### src/rtl/dsi_packet_disassembler_pkg.sv
// dsi_packet_disassembler_pkg
//   Shared definitions for the DSI receive-side packet disassembler:
//   the HS sync byte, the parser state encoding and the long-packet
//   data-type classifier, which is shared with the packet generators.
//   No ports (package).
package dsi_packet_disassembler_pkg;

  localparam logic [7:0] DSI_SYNC_SEQ = 8'hB8;

  typedef enum logic [2:0] {
    ST_HUNT    = 3'd0,
    ST_HEADER  = 3'd1,
    ST_PAYLOAD = 3'd2,
    ST_CRC     = 3'd3,
    ST_DISCARD = 3'd4
  } dsi_rx_state_e;

  // Long packets are identified by the low nibble of the data type.
  function automatic logic dsi_type_is_long(input logic [5:0] t);
    return (t[3:0] == 4'h9) || (t[3:0] == 4'hC) ||
           (t[3:0] == 4'hD) || (t[3:0] == 4'hE);
  endfunction

endpackage

### src/rtl/dsi_crc.sv
// dsi_crc
//   Running DSI payload CRC (CRC-16, x^16+x^12+x^5+1, LSB first,
//   seed 0xFFFF). Up to g_max_data_bytes bytes are absorbed per cycle.
//   Ports:
//     clk_i, rst_n_i  clock, asynchronous active-low reset
//     clear_i         reload the seed (wins over en_i)
//     en_i            absorb nbytes_i bytes of data_i this cycle
//     nbytes_i        number of valid bytes, byte 0 in data_i[7:0]
//     data_i          payload bytes
//     crc_o [15:0]    current CRC value
module dsi_crc #(
  parameter int g_max_data_bytes = 1
) (
  input  logic                                  clk_i,
  input  logic                                  rst_n_i,
  input  logic                                  clear_i,
  input  logic                                  en_i,
  input  logic [$clog2(g_max_data_bytes+1)-1:0] nbytes_i,
  input  logic [8*g_max_data_bytes-1:0]         data_i,
  output logic [15:0]                           crc_o
);

  logic [15:0] crc_q;
  logic [15:0] crc_d;

  // Reflected polynomial 0x8408, one bit at a time, data LSB first.
  function automatic logic [15:0] crc_byte(input logic [15:0] c, input logic [7:0] b);
    logic [15:0] r;
    r = c;
    for (int i = 0; i < 8; i++) begin
      r = (r[0] ^ b[i]) ? ((r >> 1) ^ 16'h8408) : (r >> 1);
    end
    return r;
  endfunction

  // Next CRC: seed on clear, otherwise fold in the enabled bytes.
  always_comb begin
    crc_d = crc_q;
    if (clear_i) begin
      crc_d = 16'hFFFF;
    end else if (en_i) begin
      for (int k = 0; k < g_max_data_bytes; k++) begin
        if (k < int'(nbytes_i)) begin
          crc_d = crc_byte(crc_d, data_i[8*k +: 8]);
        end else begin
          crc_d = crc_d;
        end
      end
    end else begin
      crc_d = crc_q;
    end
  end

  // CRC state register.
  always_ff @(posedge clk_i or negedge rst_n_i) begin
    if (!rst_n_i) begin
      crc_q <= 16'hFFFF;
    end else begin
      crc_q <= crc_d;
    end
  end

  assign crc_o = crc_q;

endmodule

### src/rtl/dsi_parity.sv
// dsi_parity
//   DSI packet-header ECC generator (Hamming code over 24 header bits).
//   Ports:
//     data_i [23:0]  {WC1, WC0, DI}, DI in bits [7:0]
//     ecc_o  [7:0]   ECC byte; bits [7:6] are always 0
module dsi_parity (
  input  logic [23:0] data_i,
  output logic [7:0]  ecc_o
);

  // Each ECC bit is the XOR of the header bits selected by its mask.
  localparam logic [23:0] P0_MASK = 24'hF12CB7;
  localparam logic [23:0] P1_MASK = 24'hF2555B;
  localparam logic [23:0] P2_MASK = 24'h749A6D;
  localparam logic [23:0] P3_MASK = 24'hB8E38E;
  localparam logic [23:0] P4_MASK = 24'hDF03F0;
  localparam logic [23:0] P5_MASK = 24'hEFFC00;

  assign ecc_o = {2'b00,
                  ^(data_i & P5_MASK),
                  ^(data_i & P4_MASK),
                  ^(data_i & P3_MASK),
                  ^(data_i & P2_MASK),
                  ^(data_i & P1_MASK),
                  ^(data_i & P0_MASK)};

endmodule

### src/rtl/dsi_packet_disassembler.sv
// dsi_packet_disassembler
//   Receive-side DSI packet parser. Hunts for the HS sync byte in the
//   merged lane stream, checks header ECC, reports header fields,
//   streams long-packet payload bytes and verifies the payload CRC.
//   Ports:
//     clk_i, rst_n_i           clock, asynchronous active-low reset
//     phy_d_i/phy_dvalid_i     merged HS byte and its valid strobe
//     phy_hs_i                 high for the whole HS burst
//     h_valid_o + h_*_o        header pulse and held header fields
//     d_o/d_valid_o/d_last_o   payload byte stream
//     p_end_o/crc_err_o        long packet done, CRC result
//     ecc_err_o, trunc_err_o   header ECC error, burst ended mid-packet
module dsi_packet_disassembler
  import dsi_packet_disassembler_pkg::*;
#(
  parameter bit g_check_crc = 1'b1
) (
  input  logic        clk_i,
  input  logic        rst_n_i,
  input  logic [7:0]  phy_d_i,
  input  logic        phy_dvalid_i,
  input  logic        phy_hs_i,
  output logic        h_valid_o,
  output logic [1:0]  h_vc_o,
  output logic [5:0]  h_type_o,
  output logic [15:0] h_wcount_o,
  output logic        h_islong_o,
  output logic [7:0]  d_o,
  output logic        d_valid_o,
  output logic        d_last_o,
  output logic        p_end_o,
  output logic        crc_err_o,
  output logic        ecc_err_o,
  output logic        trunc_err_o
);

  dsi_rx_state_e state_q, state_d;
  logic [1:0]  hdr_cnt_q, hdr_cnt_d;
  logic [7:0]  di_q, di_d, wc0_q, wc0_d, wc1_q, wc1_d;
  logic [15:0] byte_cnt_q, byte_cnt_d;
  logic [7:0]  crc_lsb_q, crc_lsb_d;
  logic        crc_phase_q, crc_phase_d;

  logic        h_valid_q, h_valid_d;
  logic [1:0]  h_vc_q, h_vc_d;
  logic [5:0]  h_type_q, h_type_d;
  logic [15:0] h_wcount_q, h_wcount_d;
  logic        h_islong_q, h_islong_d;
  logic [7:0]  d_q, d_d;
  logic        d_valid_q, d_valid_d;
  logic        d_last_q, d_last_d;
  logic        p_end_q, p_end_d;
  logic        crc_err_q, crc_err_d;
  logic        ecc_err_q, ecc_err_d;
  logic        trunc_err_q, trunc_err_d;

  logic [7:0]  ecc_calc_s;
  logic [15:0] crc_run_s;
  logic        crc_clear_s;
  logic        crc_en_s;

  dsi_parity u_parity (
    .data_i ({wc1_q, wc0_q, di_q}),
    .ecc_o  (ecc_calc_s)
  );

  dsi_crc #(.g_max_data_bytes(1)) u_crc (
    .clk_i    (clk_i),
    .rst_n_i  (rst_n_i),
    .clear_i  (crc_clear_s),
    .en_i     (crc_en_s),
    .nbytes_i (1'b1),
    .data_i   (phy_d_i),
    .crc_o    (crc_run_s)
  );

  // Parser next-state and next-output logic.
  always_comb begin
    state_d     = state_q;
    hdr_cnt_d   = hdr_cnt_q;
    di_d        = di_q;
    wc0_d       = wc0_q;
    wc1_d       = wc1_q;
    byte_cnt_d  = byte_cnt_q;
    crc_lsb_d   = crc_lsb_q;
    crc_phase_d = crc_phase_q;
    h_valid_d   = 1'b0;
    h_vc_d      = h_vc_q;
    h_type_d    = h_type_q;
    h_wcount_d  = h_wcount_q;
    h_islong_d  = h_islong_q;
    d_d         = d_q;
    d_valid_d   = 1'b0;
    d_last_d    = 1'b0;
    p_end_d     = 1'b0;
    crc_err_d   = 1'b0;
    ecc_err_d   = 1'b0;
    trunc_err_d = 1'b0;
    crc_clear_s = 1'b0;
    crc_en_s    = 1'b0;

    if (!phy_hs_i) begin
      // End of burst overrides any byte arriving in the same cycle.
      state_d     = ST_HUNT;
      hdr_cnt_d   = 2'd0;
      byte_cnt_d  = 16'd0;
      crc_phase_d = 1'b0;
      case (state_q)
        ST_HEADER:          trunc_err_d = (hdr_cnt_q != 2'd0);
        ST_PAYLOAD, ST_CRC: trunc_err_d = 1'b1;
        default:            trunc_err_d = 1'b0;
      endcase
    end else if (phy_dvalid_i) begin
      case (state_q)
        ST_HUNT: begin
          if (phy_d_i == DSI_SYNC_SEQ) begin
            state_d   = ST_HEADER;
            hdr_cnt_d = 2'd0;
          end else begin
            state_d = ST_HUNT;
          end
        end
        ST_HEADER: begin
          hdr_cnt_d = hdr_cnt_q + 2'd1;
          case (hdr_cnt_q)
            2'd0:    di_d  = phy_d_i;
            2'd1:    wc0_d = phy_d_i;
            2'd2:    wc1_d = phy_d_i;
            default: begin
              // ECC byte: the payload CRC restarts here for every packet.
              crc_clear_s = 1'b1;
              if (phy_d_i != ecc_calc_s) begin
                ecc_err_d = 1'b1;
                state_d   = ST_DISCARD;
              end else begin
                h_valid_d  = 1'b1;
                h_vc_d     = di_q[7:6];
                h_type_d   = di_q[5:0];
                h_wcount_d = {wc1_q, wc0_q};
                h_islong_d = dsi_type_is_long(di_q[5:0]);
                if (dsi_type_is_long(di_q[5:0])) begin
                  byte_cnt_d  = {wc1_q, wc0_q};
                  crc_phase_d = 1'b0;
                  state_d     = ({wc1_q, wc0_q} == 16'd0) ? ST_CRC : ST_PAYLOAD;
                end else begin
                  state_d = ST_HEADER;
                end
              end
            end
          endcase
        end
        ST_PAYLOAD: begin
          d_d        = phy_d_i;
          d_valid_d  = 1'b1;
          crc_en_s   = 1'b1;
          byte_cnt_d = byte_cnt_q - 16'd1;
          if (byte_cnt_q == 16'd1) begin
            d_last_d = 1'b1;
            state_d  = ST_CRC;
          end else begin
            state_d = ST_PAYLOAD;
          end
        end
        ST_CRC: begin
          if (!crc_phase_q) begin
            crc_lsb_d   = phy_d_i;
            crc_phase_d = 1'b1;
          end else begin
            p_end_d     = 1'b1;
            crc_err_d   = g_check_crc && (crc_run_s != {phy_d_i, crc_lsb_q});
            crc_phase_d = 1'b0;
            state_d     = ST_HEADER;
          end
        end
        ST_DISCARD: state_d = ST_DISCARD;
        default:    state_d = ST_HUNT;
      endcase
    end else begin
      // Valid gap: everything holds.
      state_d = state_q;
    end
  end

  // Parser state and registered outputs.
  always_ff @(posedge clk_i or negedge rst_n_i) begin
    if (!rst_n_i) begin
      state_q     <= ST_HUNT;
      hdr_cnt_q   <= 2'd0;
      di_q        <= 8'd0;
      wc0_q       <= 8'd0;
      wc1_q       <= 8'd0;
      byte_cnt_q  <= 16'd0;
      crc_lsb_q   <= 8'd0;
      crc_phase_q <= 1'b0;
      h_valid_q   <= 1'b0;
      h_vc_q      <= 2'd0;
      h_type_q    <= 6'd0;
      h_wcount_q  <= 16'd0;
      h_islong_q  <= 1'b0;
      d_q         <= 8'd0;
      d_valid_q   <= 1'b0;
      d_last_q    <= 1'b0;
      p_end_q     <= 1'b0;
      crc_err_q   <= 1'b0;
      ecc_err_q   <= 1'b0;
      trunc_err_q <= 1'b0;
    end else begin
      state_q     <= state_d;
      hdr_cnt_q   <= hdr_cnt_d;
      di_q        <= di_d;
      wc0_q       <= wc0_d;
      wc1_q       <= wc1_d;
      byte_cnt_q  <= byte_cnt_d;
      crc_lsb_q   <= crc_lsb_d;
      crc_phase_q <= crc_phase_d;
      h_valid_q   <= h_valid_d;
      h_vc_q      <= h_vc_d;
      h_type_q    <= h_type_d;
      h_wcount_q  <= h_wcount_d;
      h_islong_q  <= h_islong_d;
      d_q         <= d_d;
      d_valid_q   <= d_valid_d;
      d_last_q    <= d_last_d;
      p_end_q     <= p_end_d;
      crc_err_q   <= crc_err_d;
      ecc_err_q   <= ecc_err_d;
      trunc_err_q <= trunc_err_d;
    end
  end

  assign h_valid_o   = h_valid_q;
  assign h_vc_o      = h_vc_q;
  assign h_type_o    = h_type_q;
  assign h_wcount_o  = h_wcount_q;
  assign h_islong_o  = h_islong_q;
  assign d_o         = d_q;
  assign d_valid_o   = d_valid_q;
  assign d_last_o    = d_last_q;
  assign p_end_o     = p_end_q;
  assign crc_err_o   = crc_err_q;
  assign ecc_err_o   = ecc_err_q;
  assign trunc_err_o = trunc_err_q;

endmodule

### config.mk
export PLATFORM = sky130hd
export DESIGN_NAME = dsi_packet_disassembler
export DESIGN_NICKNAME = d
export VERILOG_FILES = /design/src/rtl/dsi_packet_disassembler_pkg.sv /design/src/rtl/dsi_crc.sv /design/src/rtl/dsi_parity.sv /design/src/rtl/dsi_packet_disassembler.sv
export SDC_FILE = /design/constraint.sdc
export NUM_CORES = 1
export LEC_CHECK = 0
export ABC_AREA = 1
export CAP_MARGIN = 20
export CORE_ASPECT_RATIO = 1.5
export CORE_MARGIN = 2
export CORE_UTILIZATION = 53
export DETAILED_ROUTE_END_ITERATION = 8
export PLACE_DENSITY_LB_ADDON = 0.08
export SYNTH_ARGS = -nofsm -noshare
export SYNTH_HDL_FRONTEND = slang
export SYNTH_SLANG_ARGS = --single-unit
export TNS_END_PERCENT = 50
### constraint.sdc
create_clock -name clk_i -period 2.12 [get_ports clk_i]
set_input_delay 0.636 -clock clk_i [delete_from_list [all_inputs] [get_ports clk_i]]
set_output_delay 0.636 -clock clk_i [all_outputs]
set_load 0.02 [all_outputs]
==> results.md <==
- Worst-margin pin slew: 605 ps
- Worst clock skew: 8.83 ps
- Normalized max-slew margin: 59.7%
- Worst skew pair latency: 360 ps
- Share of cells above drive strength 1: 23.1%
- Hold_buf cts: 0
- Reg clk slew, reported paths: 80 ps
- Area of the multi-input gates: 3630 um2
- Number of fill cells: 974
- Synth warn: 0
- Synth Cell Area: 6600 um2
- Post-synthesis register bit count: 110
- DR DRC count: 0
- Fin crit share: 107%
- Failing checks: setup timing
- Post-synth cell types: 38
- Final instance area: 8620 um2
- Hold Fails Final Rpt: 0
- Unrepaired setup endpoints after global routing: true
- CP Capture Type: flop
- Core Rows: 49
- Number of global-route vias before repair: 6303
- Final WL: 19.3 mm
- CTS tree: done
- Syn Inst Count: 888
- CP arrival: 2530 ps
- WS Path Type: reg -> reg
- CTS sink count: 110
- Largest net degree at the start of global routing: 111
- Pre-CTS setup slack: -607 ps
- Detail Route Antenna Nets: 0
- Leakage dissipation: 4.32 nW
- Overflow after GRT: 0
- P&R area growth vs syn: 30.7%
- Initial antenna violation count: 0
- Post-DP HPWL: 14.5 mm
- Post-synth EDFFs: 0
- CTS Buf Count: 9
- GR Util All Layers: 30.4%
- Asr flop ratio synth: 100%
- IO Port Bufs: 51
- Max H-tree Level: 3
- CP Max Fanout: 8
- Initial Util: 54.6%
- Fin nets: 1064
- Gpl congestion: 0.881
- Antenna cell count: 0
- Data required time of the worst path: 2370 ps
- Final WS setup: -157 ps
- Drt first pass iters: 5
- Post-synth net total: 919
- Final setup violation count: 43
- DIE WIDTH: 95.1 um
- Post-DP Area: 8000 um2
- Max_cap viols: 0
- Vias per cell: 5.37
- Wire per inst: 16.2 um
- Fmax: 0.439 GHz
- Final min period: 2280 ps
- Max clock buf depth: 2
- Hold WC Path Type: in -> async
- Io pins: 52
- Syn_area_per_cell: 7.43 um2
- Detailed Route Iter0 Violations: 283
- DR vias: 6399
- Core Area: 12100 um2
- Dominant synthesized flop cell: dfrtp_1
- Register area share after synthesis: 42.0%
- Slew Limit Fails: 0
- Die Footprint: 13400 um2
- Critical path launch point type: flop
- CTS root buf: clkbuf_16
- Die Y: 141 um
- Global-route wire length before repair: 31.4 mm
- Sequential cell area: 2770 um2
- Cell Pwr Density: 550 nW/um2
- Status: finished with violations
- IR drop worst, VDD: 0.508 mV
## worst paths after layout
check                                          start  slack [ps]  cells past startpoint                         end
max reg2reg                     wc1_q[4]$_DFFE_PN0P_        -160                     18   byte_cnt_q[7]$_DFFE_PN0P_
min                                          rst_n_i         350                      2  h_wcount_o[14]$_DFFE_PN0P_
min reg2reg                byte_cnt_q[1]$_DFFE_PN0P_         490                      2   byte_cnt_q[1]$_DFFE_PN0P_
max                             wc1_q[4]$_DFFE_PN0P_        -160                     18   byte_cnt_q[7]$_DFFE_PN0P_
max in group asynchronous                    rst_n_i        1300                      2      state_q[0]$_DFFE_PN0P_
min in group clk_i         byte_cnt_q[1]$_DFFE_PN0P_         490                      2   byte_cnt_q[1]$_DFFE_PN0P_
## cell families (layout without fill, tap and decap cells)
kind of cell	count (synthesis)	after routing	share of synthesized area [%]
AOI/OAI and AO/OA	137	137	11.0
xor gates and xnor gates	45	45	5.97
DFF	110	110	42.0
and+or+nand+nor	453	454	30.0
buffers and inverters	124	273	7.38
adders and majority gates	19	19	3.60
## registers in the layout, summed over array words and instances (netlist names), 2 cells and up
register	flops
u_crc.crc_o	16
h_wcount_o	16
wc1_q	8
h_type_o	6
di_q	8
state_q	3
h_vc_o	2
wc0_q	8
byte_cnt_q	16
crc_lsb_q	8
d_o	8
hdr_cnt_q	2
## cell type report
| class | count | share of cell area [%] |
|---|---|---|
| flip-flops and latches | 110 | 32.2 |
| multi-input cells | 655 | 42.1 |
| repair buffers | 160 | 15.9 |
| well taps | 153 | 2.22 |
| clock buffers | 12 | 2.98 |
| clock inverters | 4 | 0.348 |
| inverters | 97 | 4.28 |
## metrics by stage
step / hold WS, ps / utilization (%) / power [mW] / setup TNS [ps] / cells
after floorplan: 340 / - / 2.75 / -642 / 888
after global placement: 463 / 66.2 / 3.07 / -26380 / 1163
after detailed placement: 469 / 66.2 / 3.09 / -29540 / 1163
after CTS: 388 / 70.1 / 4.75 / -2500 / 1184
after global routing: 396 / 71.4 / 4.94 / -10680 / 1191
final: 347 / 71.4 / 4.74 / -3250 / 1191
## Yosys cell counts, types with 2 or more instances
cell | instances | share of area [%]
a21oi_1 | 27 | 2.0
inv_2 | 7 | 0.40
ha_1 | 19 | 3.6
dfrtp_1 | 94 | 36
nand3b_1 | 2 | 0.23
nor2_4 | 5 | 0.85
nand4_1 | 30 | 2.8
or2_2 | 6 | 0.57
o21ai_0 | 90 | 6.8
xor2_1 | 18 | 2.4
clkbuf_1 | 17 | 0.97
nor3_1 | 6 | 0.46
nand3_1 | 34 | 2.6
a31oi_1 | 3 | 0.28
nand2_1 | 317 | 18
o21ai_1 | 8 | 0.61
xnor2_1 | 27 | 3.6
buf_2 | 6 | 0.46
o211ai_1 | 5 | 0.57
nand2_4 | 2 | 0.34
nor4_1 | 5 | 0.47
inv_1 | 90 | 5.1
nor2_1 | 37 | 2.1
dfstp_2 | 16 | 6.4
clkbuf_2 | 2 | 0.15
nand3_2 | 3 | 0.46
## metal layers
layer,global-route usage [%],wire [um],up-vias
met5,0,0,-
met4,16.8,1110,0
met3,4.44,791,64
met2,51.9,9720,179
met1,36.0,7650,3008
li1,-,-,3148
## cell usage in the layout (no fill, tap or decap), types with 3 or more instances in the layout
master           netlist  final
o211ai_1               5      5
dfrtp_1               94     94
a21oi_1               27     27
buf_4                  1    105
buf_12                 0      3
ha_1                  19      9
nand2_2                0     31
ha_4                   0     10
nand3_1               34     31
o21ai_0               90     84
nor4_1                 5      4
nor3_1                 6      6
nor2_1                37     35
xor2_1                18     17
dfstp_2               16     16
clkbuf_16              0      9
xnor2_1               27     25
nand4_1               30     30
inv_1                 90     71
inv_2                  7     24
nand3_4                1      3
clkdlybuf4s50_1        0     47
or2_2                  6      6
nor2_2                 1      3
nand3_2                3      5
nor2_4                 5      5
nand2_1              317    285
o21ai_1                8     14
a31oi_1                3      3
## worst max-delay path: stages, from the launching register on
cell and delay [ps]:
dfrtp_1 390, inv_2 80, ha_4 230, inv_4 70, nand2_1 50, nand2_2 90
nand2_2 50, nand2_2 120, inv_2 50, nand2_2 60, nand2_1 60, nand2_2 70
nand3_2 100, nor2_4 200, nand2_4 90, nand2_8 110, nand3_4 170, nand2_2 130
nand2_1 60
## what timing repair did
action	CTS	global route
resized for setup	40	42
gates cloned	1	0
setup buffers	4	7
setup endpoints to repair	48	51
pin swaps	13	24
## report_power, final
| part | switching (mW) | internal [mW] |
|---|---|---|
| registers | 0.0691 | 2.20 |
| logic | 0.447 | 0.373 |
| clock network | 0.787 | 0.868 |
No activity file was read; power rests on OpenSTA's default activity.
